$ cat src/rtl/pc_unit.sv
// Fetch-stage program counter with trap vectoring, branch/jump redirect and
// a small circular return-address stack for call/return prediction.
module pc_unit #(
    parameter int               XLEN         = 32,
    parameter int               STEP         = 4,
    parameter logic [XLEN-1:0]  RESET_VECTOR = '0,
    parameter logic [XLEN-1:0]  TRAP_VECTOR  = XLEN'(32'h100),
    parameter int               RAS_DEPTH    = 4
) (
    input  logic                         clk,
    input  logic                         reset,
    input  logic                         stall,
    input  logic                         redirect_en,
    input  logic [XLEN-1:0]              redirect_target,
    input  logic                         call_en,
    input  logic                         ret_en,
    input  logic                         trap_en,
    output logic [XLEN-1:0]              pc,
    output logic [XLEN-1:0]              pc_plus,
    output logic [$clog2(RAS_DEPTH):0]   ras_count,
    output logic                         ras_empty,
    output logic                         ras_full,
    output logic                         misaligned,
    output logic                         ret_underflow
);

    localparam int PW = $clog2(RAS_DEPTH);
    localparam int CW = PW + 1;

    // Bits of an address that alignment to STEP drops (zero when STEP=1).
    localparam logic [XLEN-1:0] LOW_MASK = XLEN'(STEP - 1);
    localparam logic [XLEN-1:0] STEP_INC = XLEN'(STEP);
    localparam logic [CW-1:0]   CNT_MAX  = CW'(RAS_DEPTH);

    logic [XLEN-1:0] pc_reg;
    logic [PW-1:0]   top_reg;
    logic [CW-1:0]   count_reg;
    logic            misaligned_reg;
    logic            ret_underflow_reg;

    // Return-address storage; contents are meaningless until pushed.
    logic [XLEN-1:0] ras_mem [RAS_DEPTH];

    logic [XLEN-1:0] aligned_target;
    logic            target_dropped;
    logic            full_now;
    logic            empty_now;
    logic            do_push;
    logic [PW-1:0]   wr_ptr;

    assign pc_plus        = pc_reg + STEP_INC;
    assign aligned_target = redirect_target & ~LOW_MASK;
    assign target_dropped = |(redirect_target & LOW_MASK);
    assign full_now       = (count_reg == CNT_MAX);
    assign empty_now      = (count_reg == '0);

    // top_reg always names the most recent entry, so a push lands one slot
    // above it; on overflow that slot holds the oldest entry and is reused.
    assign wr_ptr  = top_reg + PW'(1);
    assign do_push = !trap_en && !stall && redirect_en && call_en;

    assign pc            = pc_reg;
    assign ras_count     = count_reg;
    assign ras_empty     = empty_now;
    assign ras_full      = full_now;
    assign misaligned    = misaligned_reg;
    assign ret_underflow = ret_underflow_reg;

    // Return-address writes: no reset needed since count gates validity.
    always_ff @(posedge clk) begin
        if (do_push) begin
            ras_mem[wr_ptr] <= pc_plus;
        end
    end

    // PC, stack pointer/count and status pulses, in action-priority order.
    always_ff @(posedge clk or negedge reset) begin
        if (!reset) begin
            pc_reg            <= RESET_VECTOR;
            top_reg           <= '0;
            count_reg         <= '0;
            misaligned_reg    <= 1'b0;
            ret_underflow_reg <= 1'b0;
        end else begin
            // Pulses drop by default and are only re-raised by their cause.
            misaligned_reg    <= 1'b0;
            ret_underflow_reg <= 1'b0;
            if (trap_en) begin
                pc_reg <= TRAP_VECTOR;
            end else if (stall) begin
                pc_reg <= pc_reg;
            end else if (redirect_en) begin
                pc_reg         <= aligned_target;
                misaligned_reg <= target_dropped;
                if (call_en) begin
                    top_reg <= wr_ptr;
                    if (!full_now) begin
                        count_reg <= count_reg + CW'(1);
                    end
                end
            end else if (ret_en) begin
                if (!empty_now) begin
                    pc_reg    <= ras_mem[top_reg];
                    top_reg   <= top_reg - PW'(1);
                    count_reg <= count_reg - CW'(1);
                end else begin
                    // Nothing predicted: fall back to the supplied target.
                    pc_reg            <= aligned_target;
                    misaligned_reg    <= target_dropped;
                    ret_underflow_reg <= 1'b1;
                end
            end else begin
                pc_reg <= pc_plus;
            end
        end
    end

endmodule

$ cat config.mk
export PLATFORM = sky130hd
export DESIGN_NAME = pc_unit
export DESIGN_NICKNAME = d
export VERILOG_FILES = /design/src/rtl/pc_unit.sv
export SDC_FILE = /design/constraint.sdc
export NUM_CORES = 1
export LEC_CHECK = 0
export BUFFER_PORTS_ARGS = -buffer_cell sky130_fd_sc_hd__buf_4
export CAP_MARGIN = 0
export CELL_PAD_IN_SITES_DETAIL_PLACEMENT = 1
export CELL_PAD_IN_SITES_GLOBAL_PLACEMENT = 1
export CORE_UTILIZATION = 30
export CTS_CLUSTER_SIZE = 24
export DETAILED_ROUTE_END_ITERATION = 10
export PLACE_DENSITY = 0.68
export SKIP_CTS_REPAIR_TIMING = 1
export SLEW_MARGIN = 40
export SYNTH_ARGS = -nofsm -noshare
export SYNTH_HDL_FRONTEND = slang
export SYNTH_SLANG_ARGS = --single-unit
$ cat constraint.sdc
create_clock -name clk -period 2.8 [get_ports clk]
set_input_delay 0.84 -clock clk [delete_from_list [all_inputs] [get_ports clk]]
set_output_delay 0.84 -clock clk [all_outputs]
set_load 0.01 [all_outputs]
# After elaboration in Yosys (flattened, before gate mapping)
# Memories as Yosys holds them, arrays and structs flattened.
# Cells that the tools add are included.
# Widths: inputs -> output; s select.
[classes] eq_ne=5 reduce_logical=10 addsub=5 n_mux=26 n_bitwise=2
[op_table] cell="$mux 32" count=5
[op_table] cell="$add 32x3->32 const B" count=1
[op_table] cell="$mux 3" count=5
[op_table] cell="$mux 1" count=12
[op_table] cell="$mux 2" count=4
[op_table] cell="$reduce_and 6->1" count=1
[op_table] cell="$reduce_and 5->1" count=1
[op_table] cell="$ne 2x1->1 const B" count=2
[op_table] cell="$ne 2x2->1 const B" count=2
[op_table] cell="$add 3x1->3 const B" count=1
[op_table] cell="$eq 3x3->1 const B" count=1
[op_table] cell="$logic_and 1x1->1" count=3
[op_table] cell="$logic_not 3->1" count=1
[op_table] cell="$sub 3x1->3 const B" count=1
[op_table] cell="$add 2x1->2 const B" count=1
[op_table] cell="$logic_not 1->1" count=2
[op_table] cell="$not 1->1" count=2
[op_table] cell="$reduce_bool 2->1" count=1
[op_table] cell="$reduce_or 2->1" count=1
[op_table] cell="$sub 2x1->2 const B" count=1
[totals] input_bits=39 memories=1 mem_bits_rw=128 regBits=39 out_inout_bits=71 word_cells=54
[memory_table] name="ras_mem" depth=4 word_bits=32 rd=1 rd_ports_with_merged_regs=0 wr=1 line="42" text="logic [XLEN-1:0] ras_mem [RAS_DEPTH];"

# Depth between registers and ports, before layout
# Gate-level depths: netlist (run 1).
[depth] word_depth=6 mapped_depth=8 ltp_nobuf=6

# Least setup slack after synthesis (run 1)
# No wires, ideal clock.
[synth_timing] path_kind="in2reg" startpoint="input port redirect_en" endpoint="memory ras_mem[0][0] (enable)" path_stages=6 arrival_ps=2961 path_buffers=3 slack_ps=-553 path_cell_list="buf_2 -> inv_1 -> nor3_1 -> clkbuf_1 -> clkbuf_1 -> and3_1"
[synth_between] elab_chain_cells=4
[synth_lines] element="start: declaration" line="13" text="input logic redirect_en,"
[synth_lines] element="$logic_and 1x1->1 (2 in series)" line="60" text="assign do_push = !trap_en && !stall && redirect_en && call_en;"
[synth_lines] element="$mux 1" line="71" text="if (do_push) begin"
[synth_lines] element="$mux 1 (not written as such)" line="72" text="ras_mem[wr_ptr] <= pc_plus;"
[synth_lines] element="end: declaration" line="42"
# No other way between the ends.

# Worst setup path after layout (run 1)
[layout_timing] startpoint="register pc_reg[2] (netlist: pc[2])" endpoint="output port pc_plus[24]"
[layout_between] elab_chain_cells=1
[layout_lines] element="start: declaration" line="35" text="logic [XLEN-1:0] pc_reg;"
[layout_lines] element="start signal: assignment" line="91" text="pc_reg <= pc_reg;"
[layout_lines] element="start signal: assignment" line="93" text="pc_reg <= aligned_target;"
[layout_lines] element="start signal: assignment" line="103" text="pc_reg <= ras_mem[top_reg];"
[layout_lines] element="$add 32x3->32" line="51" text="assign pc_plus = pc_reg + STEP_INC;"
[layout_lines] element="end: declaration" line="19" text="output logic [XLEN-1:0] pc_plus,"
# No other way between the ends.

==> results of run 1 <==
-- layer usage --
layer / global-route usage (%) / vias up / wire length, µm
li1: - / 2509 / -
met1: 23.0 / 3149 / 10500
met2: 34.2 / 213 / 14000
met3: 4.11 / 66 / 1450
met4: 7.27 / 0 / 948
met5: 0 / - / 0
-- worst reg2reg max path: cells and delay by family, from the launching register on --
kind                     cells  cell delay [ns]
AND/OR/NAND/NOR              3             0.99
buffers and inverters        2             0.26
AO/OA/AOI/OAI                1             0.34
adder cells (fa/ha/maj)      1             0.17
flip-flops                   1             0.43
-- cell type report --
cell class	instances	share of cell area (%)
Multi-Input combinational cell	306	27.5
Clock inverter	15	1.96
Clock buffer	17	3.92
Inverter	11	0.380
Tap cell	324	3.74
Timing Repair Buffer	235	18.1
Sequential cell	167	44.5
-- synthesized netlist by cell type, drive strengths merged, types with 2 or more instances --
library cell / count / area share [%]
edfxtp: 128 / 51
dfrtp: 39 / 13
nand2: 35 / 1.7
mux4: 32 / 9.5
nor2: 24 / 1.2
o221ai: 23 / 2.7
clkbuf: 22 / 1.1
o21ai: 17 / 1.1
a22oi: 14 / 1.4
nor3: 14 / 0.93
a21oi: 13 / 0.86
buf: 13 / 1.0
inv: 11 / 0.55
xnor2: 11 / 1.4
nand3: 9 / 0.60
o22ai: 9 / 0.75
or3: 9 / 0.81
xor2: 9 / 1.0
or2: 8 / 0.66
a31oi: 7 / 0.58
nand4: 7 / 0.78
nor4: 7 / 0.58
a221o: 5 / 0.66
a2bb2oi: 5 / 0.66
and3: 5 / 0.41
ha: 5 / 0.83
nor3b: 4 / 0.40
o31a: 4 / 0.46
a21o: 3 / 0.30
or4: 3 / 0.40
a211o: 2 / 0.23
a211oi: 2 / 0.20
a32o: 2 / 0.27
and4: 2 / 0.23
nand2b: 2 / 0.17
nand3b: 2 / 0.20
o32ai: 2 / 0.23
-- per-stage QoR --
step / TNS, ns / cell area, µm² / total power [mW] / worst slack [ns] / utilization, %
floorplan: 0 / 7590 / 4.04 / 0.00653 / -
global placement: -0.0109 / 9340 / 4.79 / -0.0109 / 38.1
detailed placement: -0.0790 / 9360 / 4.89 / -0.0701 / 38.1
CTS: -7.91 / 10000 / 7.43 / -0.550 / 40.7
global route: -9.64 / 10900 / 7.85 / -0.566 / 44.2
finish: -8.63 / 10900 / 7.59 / -0.541 / 44.2
-- cell families after synthesis --
| family | synth area share, % |
|---|---|
| adders and majority gates | 1.09 |
| muxes | 9.70 |
| xor gates and xnor gates | 2.42 |
| buffers and inverters | 2.67 |
| and+or+nand+nor | 9.18 |
| AOI/OAI and AO/OA | 11.1 |
| DFF | 63.8 |
-- power groups by stage --
stage          clock, mW  sequential [mW]  combinational, mW
5_1_grt             2.68             3.03               2.14
4_1_cts             2.58             3.01               1.84
6_report            2.57             3.01               2.01
3_5_place_dp           0             3.06               1.83
3_3_place_gp           0             3.04               1.75
2_1_floorplan          0             3.04               1.00
-- worst paths after layout --
check	startpoint	slack [ns]	end
setup / recovery	pc[2]$_DFFE_PN0P_	-0.54	pc_plus[24]
hold reg to reg	ras_count[2]$_DFFE_PN0P_	0.60	ras_count[2]$_DFFE_PN0P_
max in group asynchronous	reset	1.93	top_reg[0]$_DFFE_PN0P_
hold / removal	reset	0.41	pc[12]$_DFFE_PN0P_
min in group clk	ras_count[2]$_DFFE_PN0P_	0.60	ras_count[2]$_DFFE_PN0P_
setup reg to reg	pc[2]$_DFFE_PN0P_	0.36	ras_mem[0][24]$_DFFE_PP_
==> metrics.yaml, run 1 <==
final_layout:
  layout.cells.non_filler: 1075
  largest_reg_flops: 128
  most-common-layout-cells: "200 x buf_4, 128 x edfxtp_1, 34 x dfrtp_1"
  seq_area_um2: 4830
  final_common_cell: "buf_4"
  nNetsFinal: 783
  multiInputGateArea_um2: 2980
  drive_gt1_share_pct: 49.1
  fillers: 2503
  syn2layout_area_growth_pct: 43.8
  diodes: 0
power_and_ir_drop:
  vdd_drop_max_uv: 427
  power_density_nw_per_um2: 699
  seqPwrFrac_pct: 39.7
  pwr-share-comb_pct: 26.5
  sw_frac_of_total_pct: 29.4
  internal_power_mw: 5.36
  p_sw_mw: 2.23
  power.leakage_nw: 4.24
  pwr-share-clk_pct: 33.8
timing:
  rsz0062_at_grt: "yes"
  hold_viol_final: 0
  slew_headroom_pct: 56.3
  clock_skew_ns: 0.0103
  setup_slack_ns: -0.541
  period_share_pct: 119
  setup_violations: 26
  timing.fmax_ghz: 0.299
  worstMarginPinSlew_ns: 0.652
  drv_slew: 0
  hold_ws_ns: 0.406
  min_period_ns: 3.34
clock_tree:
  clk_latency_ns: 0.44
  numCtsBuffers: 17
  clock_sinks: 167
  clkTransAtPathRegs_ns: 0.07
  cts_tree: "built"
  cts-root-buf: "clkbuf_16"
  cts_max_path_buffers: 2
  h-tree-depth: 4
worst_setup_path:
  arrival_ns: 2.50
  critical_path_class: "register to output pin"
  path_cells: "ha_4, nand3_4, or4_4, o31a_1, or2_4, buf_6"
  slowest_stage: "or4_4"
  required_ns: 1.96
  crit_cells: 6
  cpLargestDelayFamily: "simple AND/OR/NAND/NOR gates"
  cp-end-kind: "output pin"
  critPathMaxStageDelay_ns: 0.62
  rr_worst_depth: 7
  worst-path-max-fanout: 5
  cp-start-kind: "register"
  crit_buf_inv: 1
placed_design:
  port_buffers: 109
  dp.cells: 996
  post-dp-hpwl_um: 16900
  routabilityCongestion: 0.847
status:
  status: "complete, but fails checks"
  violations: "setup timing"
synthesis:
  yosysSeqAreaShare_pct: 63.8
  syn-cell-area_um2: 7550
  ys_ff_latch: 167
  ys_warn_count: 0
  synth_nets: 563
  avgSynthCellArea_um2: 14.6
  synth_edf_count: 128
  synth-main-ff-cell: "edfxtp_1"
  synth_cell_type_count: 56
  synthArstFlopShare_pct: 23.4
  synth_cells: 518
routing:
  drt_first_iter_violations: 448
  routed_wl_um: 26900
  drt-pass1-iter-count: 4
  viasPerCell: 5.52
  drc: 0
  route.vias.total: 5937
  drtAntennaViolNets: 0
  wire_per_inst_um: 25.1
grt:
  grt_pass1_wl_um: 37100
  track_usage_pct: 19.3
  grt_pass1_vias: 6130
  antenna_found_initial: 0
  overflow: 0
  grt_max_degree: 40
die:
  ios: 110
  core-area_um2: 24500
  die-area_um2: 25800
  rows: 57
  die_h_um: 161
  start_util_pct: 30.8
  die_w_um: 161
run:
  drv_cap: 0
hold_path:
  hp-class: "input pin to async pin"
(Power assumes the default switching activity.)
==> run 2, diff against run 1 <==
--- a/config.mk
+++ b/config.mk
@@ -11,2 +11,3 @@
 export CELL_PAD_IN_SITES_GLOBAL_PLACEMENT = 1
+export CORE_MARGIN = 2
 export CORE_UTILIZATION = 30
@@ -16,2 +17,3 @@
 export SKIP_CTS_REPAIR_TIMING = 1
+export SKIP_LAST_GASP = 1
 export SLEW_MARGIN = 40
--- a/constraint.sdc
+++ b/constraint.sdc
@@ -3,2 +3,2 @@
 set_output_delay 0.84 -clock clk [all_outputs]
-set_load 0.01 [all_outputs]
+set_load 0.005 [all_outputs]
==> metrics.yaml, run 2 (synthesis results as in run 1) <==
clock_tree:
  h-tree-depth: 4  # unchanged
  clock_sinks: 167  # unchanged
  clkTransAtPathRegs_ns: 0.07  # about the same
  numCtsBuffers: 17  # unchanged
  cts_tree: "built"
  cts_max_path_buffers: 2  # unchanged
  cts-root-buf: "clkbuf_16"
  clk_latency_ns: 0.43  # about the same
grt:
  grt_max_degree: 40  # unchanged
  grt_pass1_vias: 6134  # +0.065%
  overflow: 0  # unchanged
  track_usage_pct: 18.5  # -0.80 points
  grt_pass1_wl_um: 36300  # -1.9%
  antenna_found_initial: 0  # unchanged
placed_design:
  routabilityCongestion: 0.820  # -3.1%
  place_area_um2: 9340  # -0.25%
  pre_cts_ws_ns: -0.0878  # -0.0178 ns
  port_buffers: 109  # unchanged
  post-dp-hpwl_um: 16500  # -2.6%
status:
  status: "complete, but fails checks"
  violations: "setup timing"
worst_setup_path:
  worst-path-max-fanout: 5  # unchanged
  rr_worst_depth: 9  # +2
  critical_path_class: "register to output pin"
  required_ns: 1.96  # about the same
  r2r-start: "pc[8]$_DFFE_PN0P_"
  regToRegEndpoint: "ras_mem[0][15]$_DFFE_PP_"
  r2r_slack_ns: 0.47  # +0.11 ns
  cp-startpoint: "pc[3]$_DFFE_PN0P_"
  cp-end-kind: "output pin"
  cp-start-kind: "register"
  arrival_ns: 2.51  # about the same
die:
  die_h_um: 163  # +1.2%
  ios: 110  # unchanged
  core-area_um2: 25000  # +1.8%
  die_w_um: 163  # +1.2%
  die-area_um2: 26500  # +2.5%
  start_util_pct: 30.2  # -0.53 points
  rows: 58  # +1.8%
timing:
  setup_violations: 23  # -12%
  tns_ns: -7.54  # +1.10 ns
  hold_viol_final: 0  # unchanged
  drv_slew: 0  # unchanged
  timing.fmax_ghz: 0.299  # -0.27%
  slew_headroom_pct: 57.9  # +1.6 points
  period_share_pct: 120  # +0.33 points
  rsz0062_at_grt: "yes"
  setup_slack_ns: -0.550  # -0.00916 ns
  clock_skew_ns: 0.00950  # -0.000840 ns
  worstMarginPinSlew_ns: 0.631  # -0.0207 ns
  min_period_ns: 3.35  # +0.00916 ns
final_layout:
  most-common-layout-cells: "207 x buf_4, 128 x edfxtp_1, 37 x dfrtp_1"
  fillers: 2574  # +2.8%
  largest_reg_flops: 128  # unchanged
  multiInputGateArea_um2: 2960  # -0.88%
  diodes: 0  # unchanged
  nNetsFinal: 770  # -1.7%
  design_area_um2: 10600  # -2.1%
  syn2layout_area_growth_pct: 40.8
  seq_area_um2: 4820  # about the same
  drive_gt1_share_pct: 47.6  # -1.6 points
  finish.utilization_pct: 42.6  # -1.7 points
  final_common_cell: "buf_4"
routing:
  drt_first_iter_violations: 526  # +17%
  drt-pass1-iter-count: 5  # +1
  routed_wl_um: 25700  # -4.6%
  viasPerCell: 5.36  # -2.9%
  route.vias.total: 5726  # -3.6%
  drc: 0  # unchanged
  wire_per_inst_um: 24.1  # -4.0%
  drtAntennaViolNets: 0  # unchanged
run:
  drv_cap: 0  # unchanged
power_and_ir_drop:
  power.total_mw: 7.32  # -3.6%
  vdd_drop_max_uv: 324  # -24%
  power.leakage_nw: 4.14  # -2.3%
  power_density_nw_per_um2: 688  # -1.6%
hold_path:
  hp-class: "input pin to async pin"
==> run 2: changes by cell type in the layout (fill, tap and decap cells not counted), sizes merged <==
cell and change:
bufinv -2, clkinv -2, inv -2, buf -13, clkinvlp +2, clkbuf +4
==> run 2: per-stage QoR <==
| step | hold WS (ns) | std cells |
|---|---|---|
| after floorplan | 0.515 | 518 |
| after global placement | 0.572 | 999 |
| after detailed placement | 0.592 | 1000 |
| after CTS | 0.417 | 1032 |
| after global routing | 0.432 | 1068 |
| final | 0.408 | 1068 |
==> run 2: layer usage <==
layer | track usage (%) | wire, µm | up-vias
met3 | 4.76 | 1620 | 51
met4 | 6.88 | 665 | 0
met5 | 0 | 0 | -
met1 | 22.0 | 10000 | 2973
met2 | 32.5 | 13400 | 207
li1 | - | - | 2495
==> run 2: layout make-up <==
cell class	count	share of cell area, %
well taps	330	3.89
inverters	11	0.389
repair buffers	222	16.8
multi-input cells	306	27.8
flip-flops and latches	167	45.4
clock inverters	11	1.32
clock buffers	21	4.43
==> run 2: where the power goes <==
group | total, mW | switching, mW | internal [mW]
logic | 1.88 | 0.900 | 0.981
registers | 3.02 | 0.181 | 2.84
clock network | 2.41 | 1.01 | 1.41
==> run 2: worst max path at each step <==
stage	end	slack, ns
final	pc_plus[24]	-0.55
after floorplan	ras_mem[0][0]$_DFFE_PP_	0.007
after global placement	pc_plus[24]	0.009
after detailed placement	pc_plus[29]	-0.09
after CTS	pc_plus[29]	-0.59
after global routing	pc_plus[28]	-0.68
==> run 2: worst max-delay path, stage by stage, from the launching register on <==
cell and delay [ns]:
dfrtp_1 0.38, ha_2 0.21, nand3_2 0.12, or4_4 0.64
o31a_1 0.30, or2_4 0.28, buf_4 0.14
==> run 3, diff against run 2 <==
- PLACE_DENSITY: 0.68 -> 0.66
- clock period: 2.8 -> 3.4 ns (I/O delays scaled with it)
==> metrics.yaml, run 3 (synthesis results as in run 1) <==
status:
  violations: "setup timing"
  status: "complete, but fails checks"
power_and_ir_drop:
  pwr-share-comb_pct: 23.4  # -2.3 points
  power.total_mw: 5.80  # -21%
  seqPwrFrac_pct: 43.8  # +2.5 points
  pwr-share-clk_pct: 32.8  # -0.2 points
  power_density_nw_per_um2: 579  # -16%
  p_sw_mw: 1.63  # -22%
  sw_frac_of_total_pct: 28.1  # -0.43 points
  vdd_drop_max_uv: 274  # -15%
  internal_power_mw: 4.17  # -20%
  power.leakage_nw: 3.78  # -8.8%
grt:
  grt_pass1_wl_um: 35100  # -3.4%
  grt_max_degree: 40  # unchanged
  track_usage_pct: 18.0  # -0.49 points
  overflow: 0  # unchanged
  antenna_found_initial: 0  # unchanged
  grt_pass1_vias: 5790  # -5.6%
clock_tree:
  clk_latency_ns: 0.44  # about the same
  clock_sinks: 167  # unchanged
  cts-root-buf: "clkbuf_16"
  cts_max_path_buffers: 2  # unchanged
  cts_tree: "built"
  numCtsBuffers: 17  # unchanged
  clkTransAtPathRegs_ns: 0.06  # about the same
  h-tree-depth: 4  # unchanged
placed_design:
  pre_cts_ws_ns: -0.00314  # +0.0847 ns
  port_buffers: 109  # unchanged
  post-dp-hpwl_um: 15500  # -5.7%
  place_area_um2: 8970  # -3.9%
  routabilityCongestion: 0.811  # -1.0%
worst_setup_path:
  arrival_ns: 2.51  # about the same
  cp-start-kind: "register"
  critical_path_class: "register to output pin"
  worst-path-max-fanout: 7  # +2
  critPathMaxStageDelay_ns: 0.58  # -0.06 ns
  cp-end-kind: "output pin"
  required_ns: 2.38  # +0.42 ns
  path_cells: "nand4_1, buf_6, or4_4, o31a_1, or2_4, buf_6"
  slowest_stage: "or4_4"
  timing.critical_path.mode_cell: "buf_6"
timing:
  drv_slew: 0  # unchanged
  clock_skew_ns: 0.00846  # -0.00104 ns
  setup_violations: 10  # -57%
  slew_headroom_pct: 49.8  # -8.1 points
  rsz0062_at_grt: "yes"
  min_period_ns: 3.53
  period_share_pct: 104
  setup_slack_ns: -0.130  # +0.419 ns
  timing.fmax_ghz: 0.283
  hold_ws_ns: 0.588  # +0.180 ns
  tns_ns: -0.907  # +6.63 ns
  hold_viol_final: 0  # unchanged
  worstMarginPinSlew_ns: 0.752  # +0.121 ns
final_layout:
  most-common-layout-cells: "168 x buf_4, 128 x edfxtp_1, 32 x nand2_1, 32 x mux4_2, 28 x dfrtp_1"
  diodes: 0  # unchanged
  syn2layout_area_growth_pct: 32.7
  nNetsFinal: 725  # -5.8%
  drive_gt1_share_pct: 42.0  # -5.6 points
  final_common_cell: "buf_4"
  design_area_um2: 10000  # -5.7%
  fillers: 2619  # +1.7%
  largest_reg_flops: 128  # unchanged
die:
  core-area_um2: 25000  # unchanged
  die-area_um2: 26500  # unchanged
  die_h_um: 163  # unchanged
  ios: 110  # unchanged
  start_util_pct: 30.2  # unchanged
  die_w_um: 163  # unchanged
  rows: 58  # unchanged
hold_path:
  hp-class: "input pin to async pin"
routing:
  drtAntennaViolNets: 0  # unchanged
  drc: 0  # unchanged
  route.vias.total: 5477  # -4.3%
  drt-pass1-iter-count: 5  # unchanged
  wire_per_inst_um: 23.5  # -2.4%
  viasPerCell: 5.35  # -0.14%
  routed_wl_um: 24000  # -6.5%
  drt_first_iter_violations: 377  # -28%
run:
  drv_cap: 0  # unchanged
run 3: changes by cell type in the layout (fill, tap and decap cells not counted), sizes merged:
cell    delta
buf       -45
clkinv     +1
inv        -4
clkbuf     +3
run 3: final timing paths:
| kind | from | end | slack, ns | cells past startpoint |
|---|---|---|---|---|
| max | pc[15]$_DFFE_PN0P_ | pc_plus[27] | -0.13 | 6 |
| min | reset | pc[4]$_DFFE_PN0P_ | 0.59 | 1 |
| min in group clk | ras_count[2]$_DFFE_PN0P_ | ras_count[2]$_DFFE_PN0P_ | 0.60 | 1 |
| max in group asynchronous | reset | top_reg[0]$_DFFE_PN0P_ | 2.38 | 1 |
| min reg2reg | ras_count[2]$_DFFE_PN0P_ | ras_count[2]$_DFFE_PN0P_ | 0.60 | 1 |
| max reg2reg | pc[15]$_DFFE_PN0P_ | ras_mem[1][27]$_DFFE_PP_ | 1.07 | 6 |
run 3: metal layers:
metal,vias to the layer above,wire [µm],GRT usage [%],part of all wire [%]
met3,24,1090,4.35,4.5
met1,2913,9980,23.1,41
met5,-,0,0,0
li1,2403,-,-,-
met2,137,12600,30.6,52
met4,0,357,5.27,1.5
run 3: power by group through the flow:
stage | Clock, mW | Sequential (mW) | Combinational (mW)
detailed placement | 0 | 2.57 | 1.30
global route | 2.01 | 2.56 | 1.47
CTS | 1.93 | 2.53 | 1.31
global placement | 0 | 2.56 | 1.25
floorplan | 0 | 2.48 | 0.797
finish | 1.90 | 2.54 | 1.36
run 3: layout make-up:
cell class | instances | area, µm² | area share (%)
Inverter | 11 | 41.3 | 0.412
Timing Repair Buffer | 177 | 1400 | 13.9
Clock buffer | 24 | 472 | 4.71
Sequential cell | 167 | 4830 | 48.2
Multi-Input combinational cell | 306 | 2760 | 27.6
Clock inverter | 8 | 100 | 0.999
Tap cell | 330 | 413 | 4.12
run 3: critical path, delay by kind of cell (launching register included):
kind	cells	cell delay [ns]
simple gates	3	0.99
flops	1	0.43
compound gates	1	0.34
buf+inv	2	0.29
run 3: metrics by stage:
stage / instances / util [%]
after floorplan: 518 / -
after global placement: 957 / 35.9
after detailed placement: 958 / 35.9
after CTS: 990 / 38.2
after global routing: 1023 / 40.1
final: 1023 / 40.1
